[src/rtl/uart_pkg.sv]
// uart_pkg: shared types, constants and the rotating-priority helper for the UART TX arbiter.
package uart_pkg;

  // Arbiter FSM encoding; ST_HDR is only reachable when UART_ARB_HDR_EN is defined
  typedef enum logic [1:0] {
    ST_IDLE = 2'd0,
    ST_HDR  = 2'd1,
    ST_XFER = 2'd2
  } state_e;

  // Upper nibble of the optional per-packet header byte
  localparam logic [3:0] HDR_TAG = 4'hA;

  // Widest requester set the helper supports
  localparam int unsigned MAX_REQ = 8;

  // One-hot winner: first set bit of req searching ptr, ptr+1, ... modulo n
  function automatic logic [MAX_REQ-1:0] rr_pick(input logic [MAX_REQ-1:0] req,
                                                 input logic [2:0]         ptr,
                                                 input int unsigned        n);
    logic [MAX_REQ-1:0] win;
    logic               found;
    logic [2:0]         idx;
    win   = '0;
    found = 1'b0;
    for (int unsigned k = 0; k < MAX_REQ; k++) begin
      if (k < n) begin
        idx = 3'(({29'd0, ptr} + k) % n);
        if (!found && req[idx]) begin
          win[idx] = 1'b1;
          found    = 1'b1;
        end
      end
    end
    return win;
  endfunction

endpackage

[src/rtl/uart_rr_pick.sv]
// uart_rr_pick: combinational N-way rotating priority encoder (one-hot winner).
module uart_rr_pick
  import uart_pkg::*;
#(
  parameter int unsigned N = 4
) (
  input  logic [N-1:0] req,
  input  logic [2:0]   rr_ptr,
  output logic [N-1:0] win
);

  // Rotate the search start to rr_ptr and take the first requester found
  always_comb begin
    win = N'(rr_pick(8'(req), rr_ptr, N));
  end

endmodule

[src/rtl/uart_tx_arb.sv]
// uart_tx_arb: round-robin packet arbiter sharing the UART TX FIFO write port between
// N byte-stream sources. A grant is held for a whole packet (until last, a MAX_LEN cut,
// or the source dropping req), so packets never interleave on the serial line.
// Optional build macro: UART_ARB_HDR_EN inserts a {HDR_TAG, 0, src_id} header byte
// ahead of every granted packet.
module uart_tx_arb
  import uart_pkg::*;
#(
  parameter int unsigned N       = 4,
  parameter int unsigned MAX_LEN = 64,
  parameter int unsigned LEN_W   = 7
) (
  input  logic           clk_50mhz,
  input  logic           rst_n,
  input  logic [N-1:0]   req,
  input  logic [N-1:0]   valid,
  input  logic [8*N-1:0] data,
  input  logic [N-1:0]   last,
  output logic [N-1:0]   ready,
  output logic [N-1:0]   grant,
  output logic           wr_clk,
  output logic           wr_en,
  output logic [7:0]     dout,
  input  logic           full,
  output logic           ovf
);

  state_e           state_q;
  logic [2:0]       gidx_q;
  logic [2:0]       rr_ptr_q;
  logic [LEN_W-1:0] cnt_q;

  logic [N-1:0]     win;
  logic [2:0]       win_idx;
  logic [2:0]       next_ptr;
  logic             req_g;
  logic             valid_g;
  logic             last_g;
  logic [7:0]       data_g;
  logic             xfer;
  logic             cnt_max;
  logic             rel;
  logic             ovf_cut;
  logic             hdr_done;

  // The FIFO write side runs on the system clock
  assign wr_clk = clk_50mhz;

  uart_rr_pick #(
    .N (N)
  ) u_rr_pick (
    .req    (req),
    .rr_ptr (rr_ptr_q),
    .win    (win)
  );

  // Encode the arbitration winner and select the granted source's lane
  always_comb begin
    win_idx = 3'd0;
    req_g   = 1'b0;
    valid_g = 1'b0;
    last_g  = 1'b0;
    data_g  = 8'd0;
    for (int unsigned i = 0; i < N; i++) begin
      if (win[i]) begin
        win_idx = 3'(i);
      end
      if (grant[i]) begin
        req_g   = req[i];
        valid_g = valid[i];
        last_g  = last[i];
        data_g  = data[8*i +: 8];
      end
    end
  end

  // Pointer moves one past the owner being released
  assign next_ptr = (gidx_q == 3'(N - 1)) ? 3'd0 : gidx_q + 3'd1;

  // FIFO write datapath, handshake and release decisions for the current owner
  always_comb begin
    ready    = '0;
    wr_en    = 1'b0;
    dout     = 8'd0;
    xfer     = 1'b0;
    rel      = 1'b0;
    ovf_cut  = 1'b0;
    hdr_done = 1'b0;
    cnt_max  = (cnt_q == LEN_W'(MAX_LEN - 1));
    unique case (state_q)
`ifdef UART_ARB_HDR_EN
      ST_HDR: begin
        // Header is still written on an abort cycle if the FIFO has room
        if (!full) begin
          wr_en = 1'b1;
          dout  = {HDR_TAG, 1'b0, gidx_q};
        end
        hdr_done = req_g & ~full;
        rel      = ~req_g;
      end
`endif
      ST_XFER: begin
        ready = grant & {N{~full}};
        xfer  = valid_g & ~full;
        if (xfer) begin
          wr_en = 1'b1;
          dout  = data_g;
        end
        // last wins over the length cut, so a final byte at MAX_LEN is a normal end
        rel     = xfer ? (last_g | cnt_max) : ~req_g;
        ovf_cut = xfer & ~last_g & cnt_max;
      end
      default: ;
    endcase
  end

  // Arbiter state machine with registered grant and overflow pulse
  always_ff @(posedge clk_50mhz or negedge rst_n) begin
    if (!rst_n) begin
      state_q  <= ST_IDLE;
      grant    <= '0;
      gidx_q   <= 3'd0;
      rr_ptr_q <= 3'd0;
      cnt_q    <= '0;
      ovf      <= 1'b0;
    end else begin
      ovf <= ovf_cut;
      unique case (state_q)
        ST_IDLE: begin
          if (|req) begin
            grant  <= win;
            gidx_q <= win_idx;
            cnt_q  <= '0;
`ifdef UART_ARB_HDR_EN
            state_q <= ST_HDR;
`else
            state_q <= ST_XFER;
`endif
          end
        end
`ifdef UART_ARB_HDR_EN
        ST_HDR: begin
          if (hdr_done) begin
            state_q <= ST_XFER;
          end
        end
`endif
        ST_XFER: begin
          if (xfer) begin
            cnt_q <= cnt_q + LEN_W'(1);
          end
        end
        default: begin
          state_q <= ST_IDLE;
          grant   <= '0;
        end
      endcase
      // Release overrides the per-state updates above; rel is only set in HDR/XFER
      if (rel) begin
        state_q  <= ST_IDLE;
        grant    <= '0;
        rr_ptr_q <= next_ptr;
      end
    end
  end

endmodule

[config.mk]
export PLATFORM = sky130hd
export DESIGN_NAME = uart_tx_arb
export DESIGN_NICKNAME = d
export VERILOG_FILES = /design/src/rtl/uart_pkg.sv /design/src/rtl/uart_rr_pick.sv /design/src/rtl/uart_tx_arb.sv
export SDC_FILE = /design/constraint.sdc
export NUM_CORES = 1
export LEC_CHECK = 0
export BUFFER_PORTS_ARGS = -buffer_cell sky130_fd_sc_hd__buf_2
export CORE_MARGIN = 2
export CORE_UTILIZATION = 52
export CTS_CLUSTER_SIZE = 12
export DETAILED_ROUTE_END_ITERATION = 8
export PLACE_DENSITY = 0.86
export SLEW_MARGIN = 20
export SYNTH_ARGS = -nofsm -noshare
export SYNTH_HDL_FRONTEND = slang
export SYNTH_SLANG_ARGS = --single-unit
[constraint.sdc]
create_clock -name clk_50mhz -period 5.15 [get_ports clk_50mhz]
set_input_delay 0 -clock clk_50mhz [delete_from_list [all_inputs] [get_ports clk_50mhz]]
set_output_delay 0 -clock clk_50mhz [all_outputs]
set_load 0.03 [all_outputs]
==> impl_metrics.tcl, run 1 <==
set metrics [dict create \
    multi_input_area_sq_um 1074 \
    synth-edff-count 0 \
    core-area_sq_um 2978 \
    final-setup-viol-count 0 \
    holdWs_ps 32.27 \
    dieWidth_microns 59.13 \
    cp-start-kind "clock port" \
    syn_avg_cell_area_sq_um 8.063 \
    power_density_nw_per_um2 514.6 \
    final_nets 313 \
    synth-async-reset-ratio_pct 100.0 \
    grt_pass1_wl_mm 6.672 \
    r2r_slack_ps 2670 \
    path_class "clk2out" \
    final.setup.tns_ps 0 \
    routed_wl_mm 4.003 \
    timing.final.hold_violations 0 \
    min_path_type "in2async" \
    track_usage_pct 25.22 \
    grt_antenna_before_repair 0 \
    drt_iter0_drc 90 \
    finalPower_mw 1.009 \
    drv_slew 0 \
    grt_pass1_vias 1516 \
    post-route-util_pct 65.84 \
    dp_hpwl_mm 2.985 \
    ys_dominant_reg_cell "dfrtp_1" \
    area_growth_pct 24.07 \
    cts_tree "built" \
    seqCellArea_sq_um 425.4 \
    rows 20 \
    synth_cell_types 47 \
    io_buffers 65 \
    leakage_nw 0.9409 \
    syn-num-nets 251 \
    critPathCaptureType "primary output" \
    clk_latency_ps 400 \
    drc 0 \
    status "finished clean" \
    grt_max_degree 27 \
    routedWlPerCell_microns 13.80 \
    ys_seq_area_share_pct 26.92 \
    clkTransAtPathRegs_ps 100 \
    viasPerCell 5.934 \
    critical_path_required_ps 5150 \
    place_congestion 0.9320 \
    synth.area.top_cells "dfrtp_1, ha_1, nor2_1" \
    rr_endpoint "gidx_q[0]$_DFFE_PN0P_" \
    antennaDiodeCount 0 \
    cts.repair.resized 0 \
    ys_warn_count 0 \
    synthCells 196 \
    ir_drop_mv 0.3172 \
    slew_headroom_pct 32.01 \
    worst_clock_skew_ps 8.501 \
    initial_utilization_pct 53.07 \
    r2r-start "rr_ptr_q[0]$_DFFE_PN0P_" \
    yosysMostFrequentCell "nor2_1" \
    synth_area_sq_um 1580 \
    tightest_slew_ps 1020 \
    die_h_microns 59.13 \
    synth_top_cell_area_share_pct 26.92 \
    ys_top_cells_by_count "nor2_1, dfrtp_1, a21oi_1" \
    rr_worst_depth 7 \
    fp.dieArea_sq_um 3496 \
    vias 1721 \
    grt-ovfl-total 0 \
    synth_top_area_cell "dfrtp_1" \
    crit_arrival_ps 2980 \
    worstPathMaxFanout 2 \
    rsz0062_at_grt "no" \
    io_pins 66 \
    fillers 266 \
    maxCapViolCount 0 \
    drive_gt1_share_pct 31.13 \
    ys_ff_latch 17 \
    ant_nets 0 \
    drtPass1Iterations 4 \
]
[per-stage QoR]
step           area [sq um]  setup slack [ps]  cells
2_1_floorplan          1580              2430    196
3_3_place_gp           1892              2421    281
3_5_place_dp           1892              2421    281
4_1_cts                1961              2167    290
5_1_grt                1961              2171    290
6_report               1961              2173    290
[repair_timing]
action	CTS	global route
hold endpoints to repair	18	0
buffers inserted	0	0
hold buffers	2	0
[area by class of cell]
class / instances / area share [%]
Sequential cell: 17 / 21.70
Tap cell: 33 / 2.106
Multi-Input combinational cell: 159 / 54.75
Timing Repair Buffer: 66 / 17.36
Inverter: 7 / 1.340
Clock buffer: 8 / 2.744
[state kept, by name (all words and copies together), names as in the netlist]
signal	count
grant	4
state_q	1
gidx_q	2
cnt_q	7
rr_ptr_q	2
ovf	1
[per-layer routing]
metal,share of wire [%],up-vias,track usage [%]
met2,48,78,41.27
met3,7.7,9,5.895
met1,42,786,32.47
met4,2.0,0,9.091
li1,-,848,-
met5,0,-,0
[logic make-up after synthesis]
group | after synthesis | synth area share (%)
and+or+nand+nor | 81 | 26.92
adders and majority gates | 8 | 6.334
muxes | 10 | 7.205
buffers and inverters | 20 | 5.147
AOI/OAI and AO/OA | 57 | 25.81
xor gates and xnor gates | 3 | 1.663
DFF | 17 | 26.92
[worst max path at each step]
| stage | end | cells past startpoint | start | slack, ps |
|---|---|---|---|---|
| detailed placement | wr_clk | 1 | clk_50mhz | 2420 |
| floorplan | wr_clk | 1 | clk_50mhz | 2430 |
| CTS | wr_clk | 3 | clk_50mhz | 2170 |
| global route | wr_clk | 3 | clk_50mhz | 2170 |
| global placement | wr_clk | 1 | clk_50mhz | 2420 |
| finish | wr_clk | 3 | clk_50mhz | 2170 |
[placed cells by master, fill, tap and decap left out, types with 2 or more instances in the layout]
cell type      instances
a221o_1                2
nand3b_1               4
nor2_1                24
a31oi_1                7
dlygate4sd3_1          2
clkbuf_4               6
dfrtp_1               17
xor2_1                 2
mux2_2                 2
ha_1                   8
inv_1                  5
o21ai_1                6
nor3b_1                3
mux2i_1                5
a21o_1                 2
a21oi_1               15
nor3_1                10
buf_2                 65
nor2b_1               10
inv_2                  2
and2_1                 6
mux2_4                 2
nand2_1               10
nand3_1                4
a221oi_1              10
o211ai_1               2
o2bb2ai_1              4
or3_1                  2
[where the power goes]
group | leakage [nW] | switching (mW) | internal, mW | total (mW)
clock | 0.0327 | 0.0697 | 0.0613 | 0.131
sequential | 0.221 | 0.0970 | 0.171 | 0.268
combinational | 0.687 | 0.343 | 0.267 | 0.610
total | 0.941 | 0.510 | 0.499 | 1.01
[worst max-delay path, cell delays in order]
cell	delay, ps
clkbuf_4	110
clkbuf_4	120
buf_2	170
Power figures use the tool's default switching activity.
==> run 2, diff against run 1 <==
Settings changed: ABC_AREA set to 1, CORE_UTILIZATION 52 to 45, PLACE_DENSITY 0.86 to 0.77.
Clock period 5.15 ns to 2.7 ns, I/O delays scaled along.
==> run 2 against run 1 <==
Effect of this change: via count up 7.4%; largest cell class unchanged; final cell count grew 24%; critical path depth grew 5; synthesized cell count rose by 24%; global-route usage is 4.0 points lower; routed wire length up 13%; sequential power is 57% higher; area after synthesis is 8.9% higher; critical endpoint is now dout[5]; total power increased by 100%; non-clock buffer count increased by 3.
==> impl_metrics.tcl, run 2 <==
set metrics [dict create \
    vias 1849 \
    reg_top3 "cnt_q x7, grant x4" \
    r2r_slack_ps 600 \
    dieWidth_microns 65.83 \
    multi_input_area_sq_um 1114 \
    core-area_sq_um 3661 \
    sw_frac_of_total_pct 52.62 \
    worstPathMaxFanout 15 \
    final-setup-viol-count 0 \
    area_growth_pct 25.60 \
    top_register "cnt_q" \
    place_congestion 0.8807 \
    grt_pass1_vias 1671 \
    dp_hpwl_mm 3.455 \
    ys_seq_area_share_pct 24.73 \
    rr_endpoint "cnt_q[6]$_DFFE_PN0P_" \
    post-route-util_pct 59.02 \
    initial_utilization_pct 46.99 \
    rsz0062_at_grt "no" \
    maxCapViolCount 0 \
    ir_drop_mv 0.3944 \
    ys_ff_latch 17 \
    io_buffers 65 \
    critPathCaptureType "primary output" \
    ys_warn_count 0 \
    die_h_microns 65.83 \
    synthCells 244 \
    synth-edff-count 0 \
    hold_start "last[0]" \
    timing.final.hold_violations 0 \
    synth_top_area_cell "dfrtp_1" \
    fillers 331 \
    grt_antenna_before_repair 0 \
    synth.area.top_cells "dfrtp_1, nand2_1, nand3_1" \
    io_pins 66 \
    fmax_ghz 0.4207 \
    r2r-start "grant[3]$_DFFE_PN0P_" \
    grt_max_degree 21 \
    clkPwrFrac_pct 17.3 \
    antennaDiodeCount 0 \
    routedWlPerCell_microns 12.58 \
    period_share_pct 88.05 \
    min_path_cells 6 \
    cp-start-kind "flop" \
    ys_top_cells_by_count "nand2_1, nand3_1, inv_1" \
    cts_hold_buf 2 \
    min_path_type "in2reg" \
    power_density_nw_per_um2 942.6 \
    seqCellArea_sq_um 425.4 \
    rows 22 \
    ys_dominant_reg_cell "dfrtp_1" \
    fp.dieArea_sq_um 4334 \
    largest_reg_flops 7 \
    syn-num-nets 299 \
    intPower_mw 0.9651 \
    final_nets 367 \
    drtPass1Iterations 4 \
    drc 0 \
    path_cells "inv_1 -> nor2_1 -> nor2_1 -> nand2_2 -> nor2_4 -> inv_2 -> a21oi_2 -> buf_2" \
    crit_arrival_ps 2380 \
    synth_top_cell_area_share_pct 24.73 \
    cts_tree "built" \
    ant_nets 0 \
    critPathSlowestCell "dfrtp_1" \
    syn_avg_cell_area_sq_um 7.051 \
    routed_wl_mm 4.515 \
    path_class "reg2out" \
    leakage_nw 1.134 \
    path_delay_family "buffers and inverters" \
    status "finished clean" \
    drive_gt1_share_pct 36.98 \
    final.setup.tns_ps 0 \
    synth-async-reset-ratio_pct 100.0 \
    pwr-share-comb_pct 62.1 \
    p_sw_mw 1.072 \
    mostFrequentLayoutCells "nand2_1, buf_2, nand3_1" \
    tightest_slew_ps 524.6 \
    critical_path_required_ps 2700 \
    cpPeakStageDelay_ps 550 \
    path_buf_inv 3 \
    rr_worst_depth 10 \
    yosysMostFrequentCell "nand2_1" \
    worst_path_most_repeated_cell "nor2_1" \
    slew_headroom_pct 65.03 \
    drv_slew 0 \
    worst_clock_skew_ps 1.215 \
    drt_iter0_drc 110 \
    post_cts_buffers 0 \
    timing.final.crit_period_ps 2377 \
    clk_latency_ps 360 \
    grt_pass1_wl_mm 7.086 \
    grt-ovfl-total 0 \
    track_usage_pct 21.25 \
    synth_cell_types 30 \
    final_common_cell "nand2_1" \
    viasPerCell 5.150 \
    power_frac_seq_pct 20.6 \
    synth_area_sq_um 1720 \
    cts.repair.resized 0 \
    clkTransAtPathRegs_ps 70 \
    hold_end "ovf$_DFF_PN0_" \
]
[run 2: power by group through the flow]
stage	sequential (mW)	combinational, mW	clock, mW
2_1_floorplan	0.416	1.01	0.0555
3_3_place_gp	0.424	1.24	0.0467
3_5_place_dp	0.424	1.26	0.0467
4_1_cts	0.419	1.27	0.361
5_1_grt	0.433	1.42	0.374
6_report	0.420	1.27	0.351
[run 2: how the worst max path moves through the flow]
stage                     cells after the start                   end                 start
after floorplan                              11               dout[0]  grant[0]$_DFFE_PN0P_
after global placement                        9  cnt_q[2]$_DFFE_PN0P_  grant[3]$_DFFE_PN0P_
after detailed placement                     10  cnt_q[6]$_DFFE_PN0P_  grant[3]$_DFFE_PN0P_
after CTS                                     8               dout[5]  grant[3]$_DFFE_PN0P_
after global routing                          8               dout[5]  grant[3]$_DFFE_PN0P_
final                                         8               dout[5]  grant[3]$_DFFE_PN0P_
[run 2: layer usage]
metal  vias up  part of all wire [%]  GRT usage, %
met5         -                     0             0
met4         0                  0.84         7.552
met3         7                   7.4         4.089
met2        66                    51         39.27
met1       839                    41         24.01
li1        937                     -             -
[run 2: worst register-to-register path, delay by kind of cell, from the launching register on]
family | cells | cell delay [ps]
AO/OA/AOI/OAI | 1 | 60
buffers and inverters | 3 | 640
flip-flops | 1 | 550
AND/OR/NAND/NOR | 6 | 720
[run 2: cell families (layout without fill, tap and decap cells)]
kind of cell | Yosys count | count (layout) | synth area share [%]
AOI/OAI and AO/OA | 46 | 46 | 18.47
adders and majority gates | 8 | 8 | 5.818
DFF | 17 | 17 | 24.73
and+or+nand+nor | 135 | 135 | 39.93
xor gates and xnor gates | 1 | 1 | 0.5092
buffers and inverters | 37 | 104 | 10.55
[run 2: final cells by class]
type	instances	share of cell area (%)
inverter	27	4.922
clock inverter	1	0.2316
clock buffer	7	4.053
multi-input combinational	190	51.53
sequential	17	19.69
timing repair buffer	69	16.79
tap	48	2.779
[run 2: per-stage QoR]
| stage | worst slack (ps) | hold slack [ps] | instance area (sq um) | std cells | power, mW |
|---|---|---|---|---|---|
| floorplan | 878.2 | -295.6 | 1720 | 244 | 1.486 |
| finish | 322.7 | 57.67 | 2161 | 359 | 2.037 |
| global placement | 646.2 | -56.42 | 2053 | 350 | 1.711 |
| global route | 127.8 | 76.92 | 2161 | 359 | 2.229 |
| CTS | 316.9 | 55.01 | 2161 | 359 | 2.050 |
| detailed placement | 606.9 | -55.36 | 2053 | 350 | 1.732 |
==> run 3, diff against run 2 <==
Settings changed: CORE_UTILIZATION 45 to 46, CTS_BUF_LIST set to sky130_fd_sc_hd__clkbuf_2 sky130_fd_sc_hd__clkbuf_4 sky130_fd_sc_hd__clkbuf_8, PLACE_DENSITY 0.77 to 0.79.
==> run 3 against run 2 <==
Effect of this change: via count is 0.27% lower; sequential share of layout area about the same; clock skew decreased by 0.75 ps; non-clock buffer count unchanged; core utilization rose by 0.52 points; combinational power about the same; final cell count did not move; setup slack gained 210 ps; routed wire length shrank 4.3%; critical path type unchanged.
==> impl_metrics.tcl, run 3 (synthesis results as in run 2) <==
set metrics [dict create \
    status "finished clean" \
    min_path_type "in2reg" \
    cp-start-kind "flop" \
    clkTransAtPathRegs_ps 60 \
    post-route-util_pct 59.54 \
    grtUsageMet1_pct 25.46 \
    initial_utilization_pct 47.35 \
    timing.final.hold_violations 0 \
    drive_gt1_share_pct 36.98 \
    worstPathMaxFanout 15 \
    path_class "reg2out" \
    mostFrequentLayoutCells "nand2_1, buf_2, nand3_1" \
    vias 1844 \
    track_usage_pct 21.18 \
    antennaDiodeCount 0 \
    grt_antenna_before_repair 0 \
    ant_nets 0 \
    worst_path_most_repeated_cell "nand2_1" \
    reg_top3 "cnt_q x7, grant x4" \
    io_pins 66 \
    critical_path_required_ps 2700 \
    routed_wl_mm 4.322 \
    dieWidth_microns 65.16 \
    drv_slew 0 \
    critPathCaptureType "primary output" \
    grt_pass1_vias 1696 \
    maxCapViolCount 0 \
    leakage_nw 1.134 \
    use_met3_pct 4.281 \
    top_register "cnt_q" \
    min_path_cells 6 \
    finalPower_mw 2.025 \
    cts_tree "built" \
    cpPeakStageDelay_ps 560 \
    final.setup.tns_ps 0 \
    period_share_pct 80.20 \
    place_congestion 0.8133 \
    fp.dieArea_sq_um 4245 \
    drc 0 \
    io_buffers 65 \
    viasPerCell 5.136 \
    grt-ovfl-total 0 \
    cts.repair.resized 0 \
    grt_busiest_layer "met2" \
    routedWlPerCell_microns 12.04 \
    slew_headroom_pct 67.06 \
    final_nets 367 \
    clk_latency_ps 350 \
    ir_drop_mv 0.4378 \
    drt_iter0_drc 95 \
    fmax_ghz 0.4618 \
    grt_pass1_wl_mm 7.127 \
    fin_ws_ps 534.6 \
    rsz0062_at_grt "no" \
    tightest_slew_ps 494.1 \
    met2_usage_pct 37.63 \
    critPathSlowestCell "dfrtp_1" \
    area_growth_pct 25.75 \
    die_h_microns 65.16 \
    power_density_nw_per_um2 936.0 \
    dp_slack_ps 785.6 \
    final_common_cell "nand2_1" \
    path_cells "nor2_2 -> nand2_1 -> nand2_1 -> nand2_1 -> nand2_2 -> nand2_2 -> nor2_4 -> inv_2 -> a21oi_2 -> buf_2" \
    final-setup-viol-count 0 \
    grt_max_degree 20 \
    core-area_sq_um 3633 \
    worst_clock_skew_ps 0.4679 \
    rows 22 \
    timing.final.crit_period_ps 2165 \
    rr_worst_depth 11 \
    drtPass1Iterations 4 \
    largest_reg_flops 7 \
    dp_hpwl_mm 3.324 \
    crit_arrival_ps 2170 \
]
==> run 3: final cells by class <==
class / count / area (sq um)
clock buffer: 8 / 95.09
fill: 337 / 1470
inverter: 27 / 106.4
multi-input combinational: 190 / 1114
sequential: 17 / 425.4
tap: 48 / 60.06
timing repair buffer: 69 / 362.8
==> run 3: report_power, final <==
part           switching, mW  internal [mW]
Sequential             0.110          0.321
Clock                  0.135          0.219
Combinational          0.806          0.433
==> run 3: path summary, 6_finish.rpt <==
path / end / slack, ps / from
max: dout[3] / 530 / grant[1]$_DFFE_PN0P_
min: ovf$_DFF_PN0_ / 90 / last[0]
max reg2reg: grant[2]$_DFFE_PN0P_ / 770 / rr_ptr_q[0]$_DFFE_PN0P_
min reg2reg: cnt_q[1]$_DFFE_PN0P_ / 510 / cnt_q[1]$_DFFE_PN0P_
max in group asynchronous: grant[0]$_DFFE_PN0P_ / 2340 / rst_n
min in group asynchronous: cnt_q[0]$_DFFE_PN0P_ / 100 / rst_n
==> run 3: per-layer routing <==
layer  up-vias  wire length, microns  share of wire, %
met5         -                     0                 0
met3         6                   356               8.2
met2        67                  2095                48
met1       828                  1829                42
met4         0                    40              0.93
li1        943                     -                 -
==> run 3: stage by stage <==
stage / cell area, sq um / hold slack, ps / instances
final: 2163 / 88.37 / 359
after global routing: 2163 / 114.5 / 359
after CTS: 2163 / 88.68 / 359
after detailed placement: 2053 / -61.82 / 350
after global placement: 2053 / -65.09 / 350
after floorplan: 1720 / -295.6 / 244
==> run 3: worst max-delay path: cells and delay by family (launching register included) <==
family | cells | cell delay [ps]
and+or+nand+nor | 7 | 680
DFF | 1 | 560
buffers and inverters | 2 | 410
AOI/OAI and AO/OA | 1 | 180
==> run 3: timing repair <==
action,4_1_cts,5_1_grt
setup buffers,0,0
endpoints found under the hold margin,18,0
hold buffers,2,0
